[config.mk]
export PLATFORM = sky130hd
export DESIGN_NAME = hyperbus_delay_trainer
export DESIGN_NICKNAME = d
export VERILOG_FILES = /design/src/rtl/hyperbus_pkg.sv /design/src/rtl/hyperbus_delay_trainer.sv
export SDC_FILE = /design/constraint.sdc
export NUM_CORES = 1
export LEC_CHECK = 0
export ABC_CLOCK_PERIOD_IN_PS = 3800
export CORE_ASPECT_RATIO = 0.9
export CORE_MARGIN = 10
export CORE_UTILIZATION = 55
export CTS_CLUSTER_DIAMETER = 80
export CTS_CLUSTER_SIZE = 30
export DETAILED_ROUTE_END_ITERATION = 10
export PLACE_DENSITY = 0.84
export SYNTH_ARGS = -nofsm -noshare
export SYNTH_HDL_FRONTEND = slang
export SYNTH_SLANG_ARGS = --single-unit
[constraint.sdc]
create_clock -name clk_i -period 3.8 [get_ports clk_i]
set_input_delay 0.95 -clock clk_i [delete_from_list [all_inputs] [get_ports clk_i]]
set_output_delay 0.95 -clock clk_i [all_outputs]
set_load 0.005 [all_outputs]
[src/rtl/hyperbus_pkg.sv]
// rtl/hyperbus_pkg.sv - shared types for the HyperBus RWDS delay trainer
package hyperbus_pkg;

  typedef enum logic [2:0] {
    IDLE   = 3'd0,
    SET    = 3'd1,
    SETTLE = 3'd2,
    TEST   = 3'd3,
    EVAL   = 3'd4,
    DONE   = 3'd5
  } trainer_state_e;

  typedef logic [3:0] delay_code_t;
  typedef logic [4:0] win_len_t;

endpackage

[src/rtl/hyperbus_delay_trainer.sv]
// rtl/hyperbus_delay_trainer.sv - RWDS delay sweep, widest passing window centred; HYPERBUS_DELAY_TRAINER_PASSMAP_EN adds pass_map_o
module hyperbus_delay_trainer #(
  parameter int          NumTaps       = 16,
  parameter int          SettleCycles  = 8,
  parameter int          SamplesPerTap = 4,
  parameter logic [3:0]  DefaultDelay  = 4'd8
) (
  input  logic        clk_i,
  input  logic        rst_i,
  input  logic        start_i,
  output logic        busy_o,
  output logic        done_o,
  output logic        fail_o,
  output logic [3:0]  delay_o,
  output logic        test_req_o,
  input  logic        test_ack_i,
  input  logic        test_pass_i,
`ifdef HYPERBUS_DELAY_TRAINER_PASSMAP_EN
  output logic [15:0] pass_map_o,
`endif
  output logic [3:0]  win_start_o,
  output logic [4:0]  win_len_o
);
  import hyperbus_pkg::*;

  trainer_state_e r_state;
  delay_code_t    r_tap, r_delay, r_run_start, r_best_start, r_win_start;
  win_len_t       r_run_len, r_best_len, r_win_len;
  logic [15:0]    r_settle, r_samples;
  logic           r_busy, r_fail, r_req, r_pass;
`ifdef HYPERBUS_DELAY_TRAINER_PASSMAP_EN
  logic [15:0]    r_pass_map;
`endif

  logic           w_last_tap, w_close;
  delay_code_t    w_cand_start, w_center;
  win_len_t       w_cand_len;

  assign w_last_tap = (r_tap == 4'(NumTaps - 1));
  assign w_close    = !r_pass || w_last_tap;
  // (len-1)>>1 is at most 7, so the 4-bit add wraps exactly like a truncated 5-bit sum
  assign w_center   = r_best_start + 4'((r_best_len - 5'd1) >> 1);

  // Run as it stands after folding in this tap's result
  always_comb begin
    w_cand_start = r_run_start;
    w_cand_len   = r_run_len;
    if (r_pass) begin
      if (r_run_len == 5'd0) w_cand_start = r_tap;
      w_cand_len = r_run_len + 5'd1;
    end
  end

  always_ff @(posedge clk_i or posedge rst_i) begin
    if (rst_i) begin
      r_state      <= IDLE;
      r_tap        <= 4'd0;
      r_delay      <= DefaultDelay;
      r_run_start  <= 4'd0;
      r_run_len    <= 5'd0;
      r_best_start <= 4'd0;
      r_best_len   <= 5'd0;
      r_win_start  <= 4'd0;
      r_win_len    <= 5'd0;
      r_settle     <= 16'd0;
      r_samples    <= 16'd0;
      r_busy       <= 1'b0;
      r_fail       <= 1'b0;
      r_req        <= 1'b0;
      r_pass       <= 1'b0;
`ifdef HYPERBUS_DELAY_TRAINER_PASSMAP_EN
      r_pass_map   <= 16'd0;
`endif
    end else begin
      case (r_state)
        IDLE: if (start_i) begin
          r_state      <= SET;
          r_tap        <= 4'd0;
          r_run_start  <= 4'd0;
          r_run_len    <= 5'd0;
          r_best_start <= 4'd0;
          r_best_len   <= 5'd0;
          r_fail       <= 1'b0;
          r_busy       <= 1'b1;
`ifdef HYPERBUS_DELAY_TRAINER_PASSMAP_EN
          r_pass_map   <= 16'd0;
`endif
        end
        SET: begin
          r_delay  <= r_tap;
          r_settle <= 16'(SettleCycles);
          r_state  <= SETTLE;
        end
        SETTLE: begin
          r_settle <= r_settle - 16'd1;
          if (r_settle == 16'd1) begin
            r_samples <= 16'd0;
            r_state   <= TEST;
          end
        end
        // Each sample costs one low issue cycle plus the cycles req is held for the ack
        TEST: if (!r_req) begin
          r_req <= 1'b1;
        end else if (test_ack_i) begin
          r_req <= 1'b0;
          if (!test_pass_i) begin
            r_pass  <= 1'b0;
            r_state <= EVAL;
          end else if (r_samples == 16'(SamplesPerTap - 1)) begin
            r_pass  <= 1'b1;
            r_state <= EVAL;
          end else begin
            r_samples <= r_samples + 16'd1;
          end
        end
        EVAL: begin
          if (w_close) begin
            if (w_cand_len > r_best_len) begin
              r_best_start <= w_cand_start;
              r_best_len   <= w_cand_len;
            end
            r_run_len <= 5'd0;
          end else begin
            r_run_start <= w_cand_start;
            r_run_len   <= w_cand_len;
          end
`ifdef HYPERBUS_DELAY_TRAINER_PASSMAP_EN
          if (r_pass) r_pass_map[r_tap] <= 1'b1;
`endif
          if (w_last_tap) begin
            r_state <= DONE;
          end else begin
            r_tap   <= r_tap + 4'd1;
            r_state <= SET;
          end
        end
        DONE: begin
          if (r_best_len != 5'd0) begin
            r_delay <= w_center;
          end else begin
            r_delay <= DefaultDelay;
            r_fail  <= 1'b1;
          end
          r_win_start <= r_best_start;
          r_win_len   <= r_best_len;
          r_busy      <= 1'b0;
          r_state     <= IDLE;
        end
        default: r_state <= IDLE;
      endcase
    end
  end

  assign busy_o      = r_busy;
  assign done_o      = (r_state == DONE);
  assign fail_o      = r_fail;
  assign delay_o     = r_delay;
  assign test_req_o  = r_req;
  assign win_start_o = r_win_start;
  assign win_len_o   = r_win_len;
`ifdef HYPERBUS_DELAY_TRAINER_PASSMAP_EN
  assign pass_map_o  = r_pass_map;
`endif

endmodule

# Word-level counts from Yosys, hierarchy flattened
# Cells that the tools add are included.
dict set report op_classes {
  div_mod_pow 0
  bitwise 0
  mux 43
  eq_ne 21
  n_shift 0
  n_mul 0
  n_addsub 6
  magnitude_cmp 1
  reduce_logical 19
}
# operator count
set op_table {}
lappend op_table {{$mux 16} 5}
lappend op_table {{$pmux 16 s2} 2}
lappend op_table {{$mux 4} 8}
lappend op_table {{$pmux 4 s2} 4}
lappend op_table {{$mux 5} 5}
lappend op_table {{$ne 2x2->1 const B} 11}
lappend op_table {{$mux 3} 7}
lappend op_table {{$pmux 5 s2} 2}
lappend op_table {{$add 16x1->16 const B} 1}
lappend op_table {{$eq 16x1->1 const B} 1}
lappend op_table {{$eq 16x2->1 const B} 1}
lappend op_table {{$sub 16x1->16 const B} 1}
lappend op_table {{$pmux 3 s5} 1}
lappend op_table {{$reduce_bool 2->1} 5}
lappend op_table {{$reduce_and 3->1} 3}
lappend op_table {{$reduce_and 4->1} 2}
lappend op_table {{$mux 1} 7}
lappend op_table {{$eq 3x2->1 const B} 2}
lappend op_table {{$eq 3x3->1 const B} 2}
lappend op_table {{$reduce_and 6->1} 1}
lappend op_table {{$add 5x1->5 const B} 1}
lappend op_table {{$gt 5x5->1} 1}
lappend op_table {{$logic_not 5->1} 1}
lappend op_table {{$reduce_and 5->1} 1}
lappend op_table {{other kinds (13)} 15}
dict set report word_totals {
  mem_bits_ro 0
  out_inout_bits 17
  latch_bits 0
  n_memories 0
  input_bits 5
  ramBits 0
  elab_cells 105
  ff_bits 74
}

# Longest topological paths before layout
# Gate-level depths: netlist (run 1).
dict set report logic_depth {
  word_depth 6
  depth_mapped 10
  depth_no_buf 10
}

# Worst setup path after synthesis (run 1)
# No wires, ideal clock.
dict set report synth_path {
  path_kind {reg-to-reg}
  from {reg r_run_len[0]}
  to {reg r_best_len[0]}
  n_path_buf 1
  required_ns 3.721
  path_stages_with_launch 11
  t_arrival_ns 2.261
  setup_time_ns 0.079
  setup_slack_ns 1.459
  synth_period_minus_slack_ns 2.341
  cell_sequence {dfrtp_1 -> ha_1 -> nand4_1 -> xor2_1 -> inv_1 -> ha_1 -> and3_1 -> a32o_1 -> a211oi_1 -> buf_2 -> mux2i_1}
}
dict set report synth_via {
  elab_chain_cells 5
  word_cells_on_any_way 8
  cone_classes {add/sub: 1; order compare: 1; eq/ne: 1; mux: 4; reduce/logical: 1}
}
# element line
set synth_lines {}
lappend synth_lines {{start: declaration} hyperbus_delay_trainer.sv:28} ;# win_len_t r_run_len, r_best_len, r_win_len;
lappend synth_lines {{start signal: assignment} hyperbus_delay_trainer.sv:125} ;# r_run_len <= w_cand_len;
lappend synth_lines {{$add 5x1->5} hyperbus_delay_trainer.sv:50} ;# w_cand_len = r_run_len + 5'd1;
lappend synth_lines {{$mux 5 (*)} hyperbus_delay_trainer.sv:48} ;# if (r_pass) begin
lappend synth_lines {{$gt 5x5->1 / $mux 5 (equally long branches)} hyperbus_delay_trainer.sv:118} ;# if (w_cand_len > r_best_len) begin
lappend synth_lines {{$ne 2x2->1 (no line) / $mux 5 (equally long branches)} --}
lappend synth_lines {{$reduce_and 4->1 (no line) / $pmux 5 s2 (equally long branches)} --}
lappend synth_lines {{end signal: assignment} hyperbus_delay_trainer.sv:120} ;# r_best_len <= w_cand_len;
lappend synth_lines {{end: declaration} hyperbus_delay_trainer.sv:28}
# Mark *: on every way between the ends. The rest lies on a longest branch, timed or not. The select of a mux whose other input is x is not followed.
# A chain may end at the register's enable or synchronous reset.

# Worst setup path in the final report (run 1)
dict set report layout_path {
  from {reg r_state[0]}
  to {out done_o}
}
dict set report layout_via {
  elab_chain_cells 1
}
# element line
set layout_lines {}
lappend layout_lines {{start: declaration} hyperbus_delay_trainer.sv:26} ;# trainer_state_e r_state;
lappend layout_lines {{start signal: assignment} hyperbus_delay_trainer.sv:56} ;# r_state <= IDLE;
lappend layout_lines {{start signal: assignment} hyperbus_delay_trainer.sv:77} ;# r_state <= SET;
lappend layout_lines {{start signal: assignment} hyperbus_delay_trainer.sv:92} ;# r_state <= SETTLE;
lappend layout_lines {{$eq 3x3->1} hyperbus_delay_trainer.sv:155} ;# assign done_o = (r_state == DONE);
lappend layout_lines {{end: declaration} hyperbus_delay_trainer.sv:12} ;# output logic done_o,
# Every way passes these cells.

==> run metrics, run 1 <==
Min-Delay Path Class register to register; CP Data Arrival Time around 2.5 ns; Cell Area, Synth between 4000 and 5000 µm²; compound-gate portion of the synthesized area between 10% and 20%; Post-Syn Instances 429; asr flop ratio synth 100%; post-synth top area cell dfrtp_1; post-synthesis simple-gate area fraction about 21%; Setup Fix Bufs, Post-CTS 0; Via density around 6; YS warnings 0; initial DRC count 169; H-Tree Level Count 3; Slew Viols, Final 0; leakage power total just under 2 nW; CP max FO 16; initial antenna violation count 0; clock-pin slew on the worst setup and hold paths about 0.080 ns; met2 WL a little over 4 mm; fin crit period between 3 and 4 ns; Routed WL just under 9 mm; EDFF count, synth 0; die area approximately 11,000 µm²; post-cts repair resize count 0; Worst path max stage delay between 0.6 and 0.7 ns; top routing layer used met4; Hold Buf Count CTS 0; register area share after synthesis 45.6%; VDD IR-drop max around 0.4 mV; type of the worst setup path register to primary output; final setup fails 0; Synth-to-Final Area Change 12.5%; Critical Path RT about 2.9 ns; Netlist cell types 58; met3 wire len around 460 µm; PnR worst setup slack 0.395 ns; CTS root buf clkbuf_8; top cells by area, synth dfrtp_1 45%, o21ai_0 5.8%, ha_1 4.9%; mean post-synth cell area about 9.5 µm²; TritonCTS clock tree built; pwr dens approximately 610 nW/µm²; TritonCTS buffer count 9; dpl ws 0.769 ns; Nets 472; largest net degree at the start of global routing 44; chip width between 100 and 150 µm; DP HPWL 6.26 mm; final core utilization 64.3%; Tcrit/Tclk final around 90%; worst-case clock buffer depth 2; Core Area ~7100 µm²; Congestion Overflow GR 0; Site Rows 29; flops & latches, synth 74; Initial DRT Pass Iterations 6; final setup TNS 0 ns; delay-heaviest family, CP buffers and inverters; Synth Area in XOR/XNOR roughly 2.8%; Port Buf Inserts 21; endpoint type of the worst setup path primary output; gr usage total 15.8%; Clock Skew 0.0158 ns; Worst Path Buf+Inv 2; status finished clean; layout cells sized above 1 under 10%; ANT nets after route 0; multiplexer share of the synthesized area roughly 4.9%; CP max stage cell dfrtp_1; adder-cell area share of the yosys netlist 5.42%; Max-slew headroom between 40% and 50%; Hold Fails Final Rpt 0; worst skew pair latency between 0.3 and 0.4 ns; f_max 0.294 GHz; Syn Nets around 450; MaxCap Viol Count 0; startpoint types register; CTS sink count 74; crit-path cells nor2b_1 -> nand2_1 -> inv_1 -> clkdlybuf4s50_1; combinational family with the most area after synthesis simple AND/OR/NAND/NOR gates; Placer Congestion ~0.88; ant diodes 0; vias 3,309; RSZ-0062 raised after global routing false; DRC violations left 0; Initial Util 57.2%; routed metal-1 wirelength roughly 4.0 mm; ys flop type dfrtp_1; fill count between 500 and 600; worst slew pin tran around 0.89 ns; routed len/inst approximately 16 µm; Top Ports 22; vias in the first global route 3,254; share of the synthesized area in the top cell type ~45%; die height slightly above 100 µm; first-pass GRT wire length 15.1 mm
-- cell usage in the layout (no fill, tap or decap), types with 3 or more instances in the layout --
cell type	Yosys	routed
nand4_1	9	9
o21ai_0	47	47
nand2b_1	4	4
nor2b_1	3	3
nand2_1	51	51
or3_1	11	11
a21oi_1	18	18
clkdlybuf4s50_1	0	21
ha_1	16	16
nor4_1	3	3
inv_1	27	26
and3_1	4	4
xnor2_1	7	7
or4_1	7	7
dfrtp_1	73	73
nor3_1	8	8
o31ai_1	6	6
o211ai_1	3	3
a22o_1	6	6
a31oi_1	6	6
buf_4	0	4
nand3_1	16	16
clkbuf_8	0	10
xor2_1	6	6
mux2i_1	16	16
nor2_1	21	21
-- final timing paths --
path                                           from                        end  slack, ns  cells past startpoint
min in group asynchronous                     rst_i         busy_o$_DFFE_PP0P_       1.01                      2
min reg2reg                win_len_o[4]$_DFFE_PP0P_   win_len_o[4]$_DFFE_PP0P_       0.49                      2
max in group asynchronous                     rst_i    r_settle[4]$_DFFE_PP0P_       2.11                      3
max reg2reg                r_run_len[0]$_DFFE_PP0P_  r_best_len[4]$_DFFE_PP0P_       0.91                     10
max                          r_state[0]$_DFFE_PP0P_                     done_o       0.40                      4
min                        win_len_o[4]$_DFFE_PP0P_   win_len_o[4]$_DFFE_PP0P_       0.49                      2
-- Yosys cell counts (2+ instances only) --
cell type  count
dfrtp_1       73
nand2_1       51
o21ai_0       47
inv_1         27
nor2_1        21
a21oi_1       18
ha_1          16
mux2i_1       16
nand3_1       16
clkbuf_1      13
or3_1         11
nand4_1        9
nor3_1         8
or4_1          7
xnor2_1        7
a22o_1         6
a31oi_1        6
o31ai_1        6
xor2_1         6
and3_1         4
nand2b_1       4
buf_2          3
nor2b_1        3
nor4_1         3
o211ai_1       3
a211oi_1       2
a21o_1         2
a2bb2oi_1      2
a32o_1         2
a41oi_1        2
mux2_2         2
nor3b_2        2
nor4b_1        2
o21a_1         2
o41ai_1        2
or3b_2         2
or4_4          2
-- routing by layer --
metal	GRT usage [%]	up-vias
li1	-	1605
met1	19.3	1604
met2	26.4	84
met3	4.37	16
met4	5.60	0
met5	0	-
-- report_power, final --
group / switching, W / total (W) / internal (W)
sequential: 0.000217 / 0.00117 / 0.000948
combinational: 0.000597 / 0.00104 / 0.000442
clock: 0.000286 / 0.000609 / 0.000323
-- logic make-up after synthesis --
| kind of cell | Yosys count |
|---|---|
| compound gates | 107 |
| simple gates | 156 |
| buf+inv | 43 |
| xor+xnor | 13 |
| mux | 19 |
| fa+ha+maj | 17 |
| flops | 74 |
-- metrics by stage --
stage,instance area [µm²],total power [W],hold WS (ns),cells
after global placement,4380,0.00215,0.463,532
after floorplan,4070,0.00190,0.451,429
after CTS,4580,0.00283,0.489,548
final,4580,0.00281,0.487,548
after detailed placement,4380,0.00221,0.473,532
after global routing,4580,0.00303,0.503,548
-- sequential cells by signal, indices dropped and copies added (netlist names) --
register and cells:
busy_o 1, delay_o 4, fail_o 1, r_best_len 5, r_best_start 4, r_pass 1
r_run_len 5, r_run_start 4, r_samples 16, r_settle 16, r_state 3, r_tap 4
test_req_o 1, win_len_o 5, win_start_o 4
-- layout make-up --
type,count,area [µm²],share of cell area [%]
Multi-Input combinational cell,312,2050,44.8
Clock inverter,4,51.3,1.12
Sequential cell,74,1850,40.5
Tap cell,93,116,2.54
Clock buffer,12,145,3.17
Inverter,27,101,2.21
Timing Repair Buffer,26,260,5.69
-- worst register-to-register path: cells and delay by family, from the launching register on --
| kind | cells | cell delay [ns] |
|---|---|---|
| flip-flops | 1 | 0.44 |
| adder cells (fa/ha/maj) | 2 | 0.53 |
| AO/OA/AOI/OAI | 2 | 0.79 |
| buffers and inverters | 2 | 0.33 |
| AND/OR/NAND/NOR | 2 | 0.29 |
| multiplexers | 1 | 0.20 |
| XOR/XNOR | 1 | 0.25 |
Power figures use the tool's default switching activity.
==> run 2: changes to the inputs <==
- SETUP_SLACK_MARGIN: default -> 0.15
==> results of run 2 <==
Final layout, timing and power as in run 1 (identical DEF).
==> run 3: changes to the inputs <==
- SETUP_SLACK_MARGIN: 0.15 -> default
==> results of run 3 <==
Final layout, timing and power as in run 1 (identical DEF).
